## src/rtl/strobe_gen.sv

```systemverilog
// Multi-channel strobe generator: one shared period counter, N_CH phase-compared valids, continuous or one-shot burst.
// Latency: o_valid/o_sync/o_done are registered, one cycle after the counter holds the matching value.
// Backpressure: none; i_enable low freezes counter and FSM, i_load restarts the block with new configuration.
module strobe_gen #(
    parameter int NB_COUNT = 4,
    parameter int N_CH     = 4,
    parameter int NB_FRAME = 8
) (
    input  logic                       clock,
    input  logic                       i_reset,
    input  logic                       i_enable,
    input  logic                       i_load,
    input  logic [NB_COUNT-1:0]        i_period,
    input  logic [N_CH*NB_COUNT-1:0]   i_phase,
    input  logic                       i_mode,
    input  logic [NB_FRAME-1:0]        i_nframes,
    input  logic                       i_start,
    output logic [N_CH-1:0]            o_valid,
    output logic                       o_sync,
    output logic                       o_done,
    output logic                       o_busy,
    output logic [NB_COUNT-1:0]        o_count
);

    typedef enum logic {
        ST_IDLE = 1'b0,
        ST_RUN  = 1'b1
    } state_t;

    // Configuration registers
    logic [NB_COUNT-1:0]      r_period;
    logic [N_CH*NB_COUNT-1:0] r_phase;
    logic                     r_mode;
    logic [NB_FRAME-1:0]      r_nframes;

    // Datapath state
    logic [NB_COUNT-1:0]      r_cnt;
    logic [NB_FRAME-1:0]      r_frame_cnt;
    state_t                   r_state;
    state_t                   w_state_next;
    logic [N_CH-1:0]          r_valid;
    logic                     r_sync;
    logic                     r_done;

    // Combinational helpers
    logic                     w_run;
    logic                     w_active;
    logic                     w_wrap;
    logic                     w_last;
    logic                     w_done_next;
    logic [N_CH-1:0]          w_hit;

    assign w_run    = (r_state == ST_RUN);
    // Counting runs freely in continuous mode, only inside a burst in one-shot mode; a load always pauses it.
    assign w_active = i_enable && !i_load && (!r_mode || w_run);
    assign w_wrap   = (r_cnt == r_period);
    assign w_last   = w_wrap && (r_frame_cnt == r_nframes);

    // Per-channel phase compare against the shared counter (out-of-range phases simply never match)
    always_comb begin
        w_hit = '0;
        for (int k = 0; k < N_CH; k++) begin
            w_hit[k] = (r_cnt == r_phase[k*NB_COUNT +: NB_COUNT]);
        end
    end

    // Configuration capture on load; reset defaults give one strobe per 2^NB_COUNT cycles on every channel
    always_ff @(posedge clock or posedge i_reset) begin
        if (i_reset) begin
            r_period  <= '1;
            r_phase   <= '1;
            r_mode    <= 1'b0;
            r_nframes <= '0;
        end else if (i_load) begin
            r_period  <= i_period;
            r_phase   <= i_phase;
            r_mode    <= i_mode;
            r_nframes <= i_nframes;
        end
    end

    // Period counter and frame counter; the end of the last frame returns both to zero for the next burst
    always_ff @(posedge clock or posedge i_reset) begin
        if (i_reset) begin
            r_cnt       <= '0;
            r_frame_cnt <= '0;
        end else if (i_load) begin
            r_cnt       <= '0;
            r_frame_cnt <= '0;
        end else if (w_active) begin
            if (w_wrap) begin
                r_cnt <= '0;
                if (w_run) begin
                    r_frame_cnt <= w_last ? '0 : r_frame_cnt + NB_FRAME'(1);
                end
            end else begin
                r_cnt <= r_cnt + NB_COUNT'(1);
            end
        end
    end

    // Burst FSM state register
    always_ff @(posedge clock or posedge i_reset) begin
        if (i_reset) begin
            r_state <= ST_IDLE;
        end else begin
            r_state <= w_state_next;
        end
    end

    // Burst FSM next state: load or continuous mode pins it in IDLE, start is only heard in IDLE
    always_comb begin
        w_state_next = r_state;
        w_done_next  = 1'b0;
        if (i_load || !r_mode) begin
            w_state_next = ST_IDLE;
        end else begin
            case (r_state)
                ST_IDLE: begin
                    if (i_start && i_enable) begin
                        w_state_next = ST_RUN;
                    end
                end
                ST_RUN: begin
                    if (w_active && w_last) begin
                        w_state_next = ST_IDLE;
                        w_done_next  = 1'b1;
                    end
                end
                default: w_state_next = ST_IDLE;
            endcase
        end
    end

    // Registered strobes, forced low on every edge where counting is not active
    always_ff @(posedge clock or posedge i_reset) begin
        if (i_reset) begin
            r_valid <= '0;
            r_sync  <= 1'b0;
            r_done  <= 1'b0;
        end else if (w_active) begin
            r_valid <= w_hit;
            r_sync  <= w_wrap;
            r_done  <= w_done_next;
        end else begin
            r_valid <= '0;
            r_sync  <= 1'b0;
            r_done  <= 1'b0;
        end
    end

    assign o_valid = r_valid;
    assign o_sync  = r_sync;
    assign o_done  = r_done;
    assign o_busy  = w_run;
    assign o_count = r_cnt;

endmodule

```

## config.mk

```make
export PLATFORM = sky130hd
export DESIGN_NAME = strobe_gen
export DESIGN_NICKNAME = d
export VERILOG_FILES = /design/src/rtl/strobe_gen.sv
export SDC_FILE = /design/constraint.sdc
export NUM_CORES = 1
export LEC_CHECK = 0
export ABC_AREA = 1
export CAP_MARGIN = 20
export CORE_ASPECT_RATIO = 0.75
export CORE_MARGIN = 3
export CORE_UTILIZATION = 50
export DETAILED_ROUTE_END_ITERATION = 6
export PLACE_DENSITY = 0.89
export SYNTH_ARGS = -nofsm -noshare
export SYNTH_HDL_FRONTEND = slang
export SYNTH_SLANG_ARGS = --single-unit
```

## constraint.sdc

```tcl
create_clock -name clock -period 2.16 [get_ports clock]
set_clock_uncertainty 0.05 [all_clocks]
set_input_delay 0.216 -clock clock [delete_from_list [all_inputs] [get_ports clock]]
set_output_delay 0.216 -clock clock [all_outputs]
set_load 0.01 [all_outputs]
```

**Word level (Yosys, flattened, before mapping)**

Index checks and enable logic that the tools add are counted.

- Register bits after elaboration: 48
- Output and inout port bits: 11

- Equal/unequal tests: 6
- Mux-type cells: 18
- $add $sub $neg: 2
- Reductions and logical operators: 13
- Bitwise operators: 1

Operator list:

| operator | count |
|---|---|
| $mux W8 | 5 |
| $eq A4 B4 Y1 | 5 |
| $mux W4 | 4 |
| $add A8 B1 Y8 const B | 1 |
| $eq A8 B8 Y1 | 1 |
| $mux W1 | 8 |
| $reduce_bool A2 Y1 | 3 |
| $logic_and A1 B1 Y1 | 5 |
| $add A4 B1 Y4 const B | 1 |
| $reduce_and A3 Y1 | 1 |
| $logic_not A1 Y1 | 2 |
| $logic_or A1 B1 Y1 | 2 |
| $pmux W1 S2 | 1 |
| $not A1 Y1 | 1 |

**Logic depth before layout (Yosys ltp)**

Gate-level depths: netlist (run 1).

- Depth after elaboration: 8
- Mapped depth: 10

**Least setup slack after synthesis (run 1)**

No wires, ideal clock.

- Kind: register to register
- Start: register r_cnt[1], in the netlist o_count[1]
- End: register r_frame_cnt[1]
- Slack: 719 ps
- Arrival: 1272 ps
- Library setup time: 119 ps
- Period minus slack after synthesis: 1441 ps
- Stages on the path, launching flop included: 10
- Required time: 1991 ps
- Buffers on the path: 1
- Path through: dfrtp_1 -> buf_4 -> nand2_1 -> nand2_2 -> nor2_4 -> nand3_4 -> nor2_8 -> inv_4 -> nand3_1 -> nand2_1

- Cells in the longest elaborated chain, start to end: 7
- Elaborated cells on any way between the ends: 9
- Classes of those cells: eq/ne (1); mux (5); reduce/logical (3)

Ends and longest elaborated chain:

| what | RTL line | source |
|---|---|---|
| start, declared | 37 | `logic [NB_COUNT-1:0] r_cnt;` |
| start signal, assigned | 97 | `r_cnt <= r_cnt + NB_COUNT'(1);` |
| $eq A4 B4 Y1 (*) | 56 | `assign w_wrap = (r_cnt == r_period);` |
| $logic_and A1 B1 Y1 | 57 | `assign w_last = w_wrap && (r_frame_cnt == r_nframes);` |
| $mux W8 | 94 | `r_frame_cnt <= w_last ? '0 : r_frame_cnt + NB_FRAME'(1);` |
| $mux W8 | 93 | `if (w_run) begin` |
| $mux W8 | 91 | `if (w_wrap) begin` |
| $mux W8 | 90 | `end else if (w_active) begin` |
| $mux W8 | 87 | `end else if (i_load) begin` |
| end signal, assigned | 94 |  |
| end, declared | 38 | `logic [NB_FRAME-1:0] r_frame_cnt;` |

Every way passes the cells marked *; elsewhere a longest branch is shown, timed or not. The select of a mux whose other input is x is not followed.
A chain may end at the register's enable or synchronous reset.

**Worst setup path after layout (run 1)**

- Start: register r_cnt[0], in the netlist o_count[0]
- End: output o_count[0]

RTL lines:

| what | RTL line | source |
|---|---|---|
| end, declared | 22 | `output logic [NB_COUNT-1:0] o_count` |

No word-level cell between the ends.

==> results of run 1 <==
[state kept, by name, summed over array words and instances (netlist names), 4 cells and up]
name / cells
r_frame_cnt: 8
r_nframes: 8
o_count: 4
r_period: 4
r_phase: 16
o_valid: 4
[cell usage in the layout (no fill, tap or decap), drive strengths merged, types with 3 or more instances in the layout]
cell,instances
a21oi,4
buf,3
clkbuf,5
clkdlybuf4s50,44
dfrtp,28
dfstp,20
inv,33
nand2,121
nand3,19
nand4,9
nor2,9
nor4,4
o21ai,11
xnor2,11
xor2,12
[routing by layer]
metal	track usage (%)	vias up	part of all wire, %
met5	0	-	0
met4	7.28	0	1.8
met3	4.33	10	6.5
met2	30.5	61	45
met1	25.5	943	47
li1	-	1021	-
[worst reg2reg max path: stages (launching register included)]
cell and delay [ns]:
dfrtp_1 0.67, inv_2 0.04, nand2_1 0.06, nand2_1 0.08
nor2_4 0.13, nand2_1 0.12, clkinv_1 0.08, nand3_2 0.18
nand4_1 0.15, nand2_1 0.07
[metrics by stage]
stage	cell area, um^2	power (mW)	util [%]	worst slack [ns]	instances
6_report	3040	1.84	65.6	0.282	400
5_1_grt	3040	1.92	65.6	0.260	400
4_1_cts	3040	1.86	65.6	0.279	400
3_5_place_dp	2950	1.33	63.7	0.440	392
3_3_place_gp	2950	1.32	63.7	0.528	392
2_1_floorplan	2480	1.21	-	0.719	300
[worst paths after layout]
kind	start	end	slack, ns	depth (start not counted)
worst max register to register	o_count[0]	r_frame_cnt[1]	0.41	9
worst min-delay path	i_reset	r_nframes[3]	0.31	3
worst max-delay path	o_count[0]	o_count[0]	0.28	1
min in group clock	i_phase[8]	r_phase[8]	0.36	3
max in group asynchronous	i_reset	o_busy	1.35	3
worst min register to register	r_phase[14]	r_phase[14]	0.42	2
[power by group through the flow]
stage | combinational [mW] | sequential (mW) | clock (mW)
6_report | 0.284 | 1.03 | 0.528
5_1_grt | 0.320 | 1.03 | 0.569
4_1_cts | 0.289 | 1.03 | 0.542
3_5_place_dp | 0.287 | 1.04 | 0
3_3_place_gp | 0.279 | 1.04 | 0
2_1_floorplan | 0.187 | 1.03 | 0
[final cells by class]
type	count	area, um^2	area share (%)
Clock buffer	5	68.8	2.27
Clock inverter	3	18.8	0.618
Inverter	34	130	4.29
Multi-Input combinational cell	206	1060	34.8
Sequential cell	48	1230	40.4
Tap cell	57	71.3	2.35
Timing Repair Buffer	47	463	15.3
[cell families after synthesis]
| logic type | synth area share (%) |
|---|---|
| and+or+nand+nor | 29.6 |
| DFF | 49.5 |
| buffers and inverters | 7.87 |
| xor gates and xnor gates | 8.13 |
| AOI/OAI and AO/OA | 3.94 |
| adders and majority gates | 1.01 |
==> flow_summary.toml, run 1 <==
[timing]
fin_crit_sh_pct = 86.9
relSlewSlack_pct = 61.1
max_freq_ghz = 0.532
setup_tns_ns = 0
tightest_slew_ns = 0.584
period_needed_ns = 1.88
hold_viol_final = 0
drv_slew = 0
hold_ws_ns = 0.313
rsz0062_at_grt = "no"
finalSetupViolCount = 0

[global_routing]
grt_max_degree = 49
grt_pass1_wl_um = 8510
grt_pass1_vias = 1911
grt_overflow = 0
grt_usage_pct = 19.2
grt_antenna_before_repair = 0

[routing]
vias = 2035
dr.first_iter.drc_count = 145
wl_um = 5100
route.detailed.drc = 0
vias_per_cell = 5.09
ant_nets = 0
wl_per_cell_um = 12.8
drt-pass1-iter-count = 4

[synthesis]
netlist_area_mm2 = 0.00248
synth_edf_count = 0
yosys.cell_count.top_type = "nand2_1"
synth_warnings = 0
yosysTopAreaCell = "dfrtp_1"
netlist_top_cells_area = "dfrtp_1 (28%), dfstp_2 (21%), nand2_1 (18%)"
async_reset_ff_share_pct = 100
synth_nets = 336
avgSynthCellArea_um2 = 8.26
syn_inst = 300
synth_top_area_share_pct = 28.3
synth-seq-cells = 48
ys_seq_area_share_pct = 49.5
ys_types = 31
ys.flop_type = "dfrtp_1"
synth_top_cells_by_count = "nand2_1 (117), dfrtp_1 (28), inv_1 (25)"

[floorplanning]
fp-row-count = 21
fp.dieW_um = 87.3
dieHeight_um = 67.0
die_area_mm2 = 0.00585
io_pins = 45
start_util_pct = 53.6
core_mm2 = 0.00462

[worst_setup_path]
cpLargestDelayFamily = "flip-flops"
startpoint_type = "flip-flop"
critPathBufInv = 1
cp.arrival_ns = 1.61
path_max_fanout = 11
slowest_stage = "dfrtp_1"
cp_cell_sequence = "clkdlybuf4s50_1"
critPathMaxStageDelay_ns = 0.67
critical_path_class = "reg2out"
worstSetupEndpointType = "output port"
critPathRequiredTime_ns = 1.89

[pwr]
p_int_mw = 1.34
power_leakage_nw = 1.50
switching_share_pct = 27.0
power.density_mw_per_mm2 = 606
power_switching_uw = 496
sequentialPowerShare_pct = 55.8
ir_worst_vdd_mv = 0.340
p_comb_share_pct = 15.4
power_frac_clock_pct = 28.7

[cts]
cts-htree-levels = 2
cts_buffers = 5
max-clock-path-buffers = 2
cts_tree = "built"
clock-root-buffer = "clkbuf_8"
cts_resized = 0
ctsHoldBuffers = 0
clock_sinks = 48
cts.clk_slew.worst_paths_ns = 0.09
clkLatencyLatePin_ns = 0.30
post_cts_buffers = 0

[status]
status = "complete, no violations"

[final_layout]
fin_nets = 378
diodes = 0
fillers = 380
synthToLayoutAreaGrowth_pct = 22.5
drive_gt1_share_pct = 14.6

[place]
dpl.hpwl_um = 3580
globalplace.congestion = 0.820
numPortBuffers = 44

[hold_path]
hp-class = "in2async"

[flow_run]
drv_cap = 0
No activity file was read; power rests on OpenSTA's default activity.
==> inputs of run 2 (changes only) <==
Settings changed: ABC_CLOCK_PERIOD_IN_PS set to 2160.
==> results of run 2 <==
Final layout, timing and power as in run 1 (identical DEF).
